<file path="src/rtl/sdp_burst_rd.sv">
// sdp_burst_rd
// Burst read sequencer that sits in front of the sdp RAM wrapper. A burst command
// {len, base} issues len+1 consecutive (DEPTH-wrapped) addresses on rd_addr. The
// returned words are forwarded on dout, with an end-of-transfer flag on the last word.
// The command is acknowledged in the same cycle as that last dout beat.
//
// Ports (valid/ready streams):
//   clk_i, rst_i          clock, synchronous active-high reset
//   cmd_*                 consumer: data = {len[W_LEN], base[W_ADDR]}
//   rd_addr_*             producer: address to sdp
//   rd_data_*             consumer: word from sdp
//   dout_*                producer: data = {eot, word}
module sdp_burst_rd #(
  parameter int W_DATA = 16,
  parameter int W_ADDR = 16,
  parameter int W_LEN  = 8,
  parameter int DEPTH  = 1024
) (
  input  logic                    clk_i,
  input  logic                    rst_i,
  input  logic                    cmd_valid_i,
  input  logic [W_ADDR+W_LEN-1:0] cmd_data_i,
  output logic                    cmd_ready_o,
  output logic                    rd_addr_valid_o,
  output logic [W_ADDR-1:0]       rd_addr_data_o,
  input  logic                    rd_addr_ready_i,
  input  logic                    rd_data_valid_i,
  input  logic [W_DATA-1:0]       rd_data_data_i,
  output logic                    rd_data_ready_o,
  output logic                    dout_valid_o,
  output logic [W_DATA:0]         dout_data_o,
  input  logic                    dout_ready_i
);

  typedef enum logic [1:0] {IDLE, ISSUE, DRAIN} state_e;

  localparam logic [W_ADDR:0] DEPTH_W = (W_ADDR+1)'(DEPTH);

  state_e           state_q, state_d;
  logic [W_LEN:0]   iss_cnt_q, iss_cnt_d;
  logic [W_LEN-1:0] ret_cnt_q, ret_cnt_d;

  logic [W_ADDR-1:0] base;
  logic [W_LEN-1:0]  len;
  logic [W_ADDR:0]   addr_sum;
  logic [W_ADDR:0]   addr_wrap;
  logic              issuing, flowing, eot;
  logic              addr_hs, out_hs, done, iss_last;

  assign base = cmd_data_i[W_ADDR-1:0];
  assign len  = cmd_data_i[W_ADDR +: W_LEN];

  // IDLE with a pending command already issues its first address this cycle.
  assign issuing = !rst_i && ((state_q == ISSUE) || ((state_q == IDLE) && cmd_valid_i));
  assign flowing = !rst_i && (state_q != IDLE);

  // One extra bit so base + offset never overflows before the wrap compare.
  assign addr_sum  = {1'b0, base} + (W_ADDR+1)'(iss_cnt_q);
  assign addr_wrap = (addr_sum >= DEPTH_W) ? (addr_sum - DEPTH_W) : addr_sum;

  assign eot      = (ret_cnt_q == len);
  assign iss_last = (iss_cnt_q == {1'b0, len});
  assign addr_hs  = issuing && rd_addr_ready_i;
  assign out_hs   = flowing && rd_data_valid_i && dout_ready_i;
  assign done     = out_hs && eot;

  assign rd_addr_valid_o = issuing;
  assign rd_addr_data_o  = issuing ? addr_wrap[W_ADDR-1:0] : '0;
  assign rd_data_ready_o = flowing && dout_ready_i;
  assign dout_valid_o    = flowing && rd_data_valid_i;
  assign dout_data_o     = flowing ? {eot, rd_data_data_i} : '0;
  assign cmd_ready_o     = done;

  always_comb begin
    state_d   = state_q;
    iss_cnt_d = iss_cnt_q;
    ret_cnt_d = ret_cnt_q;
    if (done) begin
      state_d   = IDLE;
      iss_cnt_d = '0;
      ret_cnt_d = '0;
    end else begin
      if (addr_hs) begin
        iss_cnt_d = iss_cnt_q + 1'b1;
      end
      if (addr_hs && iss_last) begin
        state_d = DRAIN;
      end else if ((state_q == IDLE) && cmd_valid_i) begin
        state_d = ISSUE;
      end
      if (out_hs) begin
        ret_cnt_d = ret_cnt_q + 1'b1;
      end
    end
  end

  always_ff @(posedge clk_i) begin
    if (rst_i) begin
      state_q   <= IDLE;
      iss_cnt_q <= '0;
      ret_cnt_q <= '0;
    end else begin
      state_q   <= state_d;
      iss_cnt_q <= iss_cnt_d;
      ret_cnt_q <= ret_cnt_d;
    end
  end

endmodule

</file>
<file path="config.mk">
export PLATFORM = sky130hd
export DESIGN_NAME = sdp_burst_rd
export DESIGN_NICKNAME = d
export VERILOG_FILES = /design/src/rtl/sdp_burst_rd.sv
export SDC_FILE = /design/constraint.sdc
export NUM_CORES = 1
export LEC_CHECK = 0
export CORE_ASPECT_RATIO = 1.1
export CORE_MARGIN = 2
export CORE_UTILIZATION = 62
export DETAILED_ROUTE_END_ITERATION = 6
export DONT_BUFFER_PORTS = 1
export MAX_ROUTING_LAYER = met4
export PLACE_DENSITY = 0.87
export SLEW_MARGIN = 20
export SYNTH_ARGS = -nofsm -noshare
export SYNTH_HDL_FRONTEND = slang
export SYNTH_SLANG_ARGS = --single-unit
</file>
<file path="constraint.sdc">
create_clock -name clk_i -period 5.81 [get_ports clk_i]
set_input_delay 0.8715 -clock clk_i [delete_from_list [all_inputs] [get_ports clk_i]]
set_output_delay 0.8715 -clock clk_i [all_outputs]
set_load 0.02 [all_outputs]
</file>
==> flow_metrics.tcl <==
set metrics [dict create \
    placeableCoreArea_mm2 0.00297 \
    drv_slew 0 \
    tightest_slew_ns 0.950 \
    htree_num_levels 1 \
    remaining_drc_errors 0 \
    grt_pass1_wl_mm 6.29 \
    yosysTopAreaCell "dfxtp_1" \
    wl_per_cell_um 14.8 \
    cpPeakStageDelay_ns 0.60 \
    powerDensity_mw_per_mm2 139 \
    finalSetupViolCount 0 \
    totalWireLength_mm 3.97 \
    post_cts_buffers 0 \
    p_leak_nw 0.790 \
    finalWeightedCongestion 0.943 \
    syn_area_mm2 0.00189 \
    cts_resized 0 \
    max-vdd-ir-drop_mv 0.162 \
    grt_max_degree 20 \
    dieArea_mm2 0.00350 \
    synth_nets 296 \
    cp_max_fo 8 \
    cts-hold-fix-buffers 0 \
    antenna_cells 0 \
    dieHeight_um 61.8 \
    antenna_found_initial 0 \
    initial_core_util_pct 63.5 \
    crit_required_ns 4.94 \
    postSynth.asyncResetShare_pct 0 \
    ys_ff_latch 19 \
    numCtsBuffers 3 \
    gr-usage-all-layers_pct 23.3 \
    dp.final_hpwl_mm 3.30 \
    max_cap_viol_count 0 \
    final.min_clock_period_ns 4.11 \
    timing.slew.headroom_pct 36.2 \
    grt.overflow.total 0 \
    worstPathArrival_ns 3.24 \
    wl_met2_mm 2.01 \
    avgSynthCellArea_um2 7.92 \
    grt_pass1_vias 1467 \
    synth-edff-count 0 \
    cts_tree "done" \
    highest_layer "met4" \
    hold_viol 0 \
    first_iter_violations 55 \
    startpoint_type "input port" \
    finalCritPeriodShare_pct 70.7 \
    clock_path_buffers 2 \
    met1_length_mm 1.64 \
    crit_type "in2out" \
    rows 21 \
    hold_path_class "reg2reg" \
    status "finished, final reports clean" \
    ys_seq_area_share_pct 20.2 \
    synthTopCellsByArea "dfxtp_1, xor2_1, and2_1" \
    fmax_mhz 243 \
    via_per_inst 6.04 \
    synth_ff_type "dfxtp_1" \
    synth_cell_types 46 \
    die_w_um 56.6 \
    cts.sinks 19 \
    vias 1620 \
    hold_slack_ns 0.558 \
    io_buffers 0 \
    synth_top_area_share_pct 20.2 \
    postRouteAntennaNets 0 \
    nFillCells 262 \
    drive_gt1_share_pct 8.55 \
    cp_slowest_cell "a211oi_1" \
    area_delta_synth_final_pct 1.06 \
    num_io_pins 83 \
    wl_met3_um 262 \
    crit_chain "ha_1, fa_1, a211oi_2, o21bai_1, a21o_2, a31oi_2, o31ai_4, a211oi_1" \
    root_buffer "clkbuf_4" \
    ys_warn_count 0 \
    timing.setup.tns_ns 0 \
    path_clk_slew_ns 0.10 \
    rsz0062_at_grt "false" \
    worstSetupEndpointType "output port" \
    insertion_delay_ns 0.30 \
    skew_ns 0.00369 \
    firstDrtPassIters 4 \
    nets 293 \
    synthCells 238 \
]
[cell usage after synthesis (5+ instances only)]
library cell	count
dfxtp_1	19
ha_1	11
inv_1	6
nor3_1	7
nand3_1	7
nand2_1	12
xnor2_1	13
clkbuf_1	5
xor2_1	30
and2_1	23
nand4_1	5
nor2_1	36
a21oi_1	8
[logic make-up after synthesis]
group / count (synthesis) / synth area share (%)
simple gates: 109 / 30.2
fa+ha+maj: 12 / 8.36
buf+inv: 14 / 3.78
compound gates: 38 / 15.7
xor+xnor: 43 / 20.0
mux: 3 / 1.86
flops: 19 / 20.2
[layer usage]
metal,vias to the layer above,track usage (%)
li1,820,-
met4,0,7.82
met3,8,4.14
met1,742,25.8
met5,-,-
met2,50,42.9
[stage by stage]
stage               setup slack (ns)  cell area [um^2]  total power [W]  util (%)  instances
floorplan                       1.91              1890         0.000194         -        238
global placement                1.75              1880         0.000198      63.3        264
detailed placement              1.71              1880         0.000199      63.3        264
CTS                             1.70              1910         0.000265      64.2        268
global route                    1.48              1910         0.000277      64.2        268
finish                          1.70              1910         0.000264      64.2        268
[cell usage in the layout, fill, tap and decap left out, types with 4 or more instances in the layout]
| cell type | count |
|---|---|
| inv_1 | 6 |
| o21bai_1 | 4 |
| nor3_1 | 7 |
| and3_1 | 4 |
| and2_1 | 23 |
| a21oi_1 | 8 |
| nand4_1 | 5 |
| ha_1 | 11 |
| xnor2_1 | 13 |
| xor2_1 | 30 |
| nand2_1 | 12 |
| nand3_1 | 7 |
| a211oi_1 | 4 |
| nor2_1 | 36 |
| dfxtp_1 | 19 |
[worst max-delay path, delay by kind of cell]
| family | cells | cell delay, ns |
|---|---|---|
| compound gates | 6 | 1.66 |
| fa+ha+maj | 2 | 0.69 |
[cell type report]
cell class / instances / area [um^2] / share of cell area, %
multi-input combinational: 205 / 1430 / 75.2
clock buffer: 4 / 26.3 / 1.38
sequential: 19 / 380 / 20.0
tap: 34 / 42.5 / 2.23
inverter: 6 / 22.5 / 1.18
[sequential cells by signal (all words and copies together), names as in the netlist]
| name | flops |
|---|---|
| iss_cnt_q | 9 |
| ret_cnt_q | 8 |
| state_q | 2 |
[power by group]
group / internal, W / switching, W
clock: 0.0000268 / 0.0000409
sequential: 0.000132 / 0.00000224
combinational: 0.0000217 / 0.0000406
total: 0.000180 / 0.0000838
[worst paths after layout]
check | from | to | slack (ns) | depth (start not counted)
worst max register to register | state_q[0]$_SDFFE_PP0P_ | iss_cnt_q[4]$_SDFFE_PP0P_ | 3.38 | 7
worst min-delay path | state_q[1]$_SDFFE_PP0P_ | state_q[1]$_SDFFE_PP0P_ | 0.56 | 2
worst min register to register | state_q[1]$_SDFFE_PP0P_ | state_q[1]$_SDFFE_PP0P_ | 0.56 | 2
worst max-delay path | cmd_data_i[0] | rd_addr_data_o[10] | 1.70 | 8
Note: power is estimated with default switching activity, not from simulation.
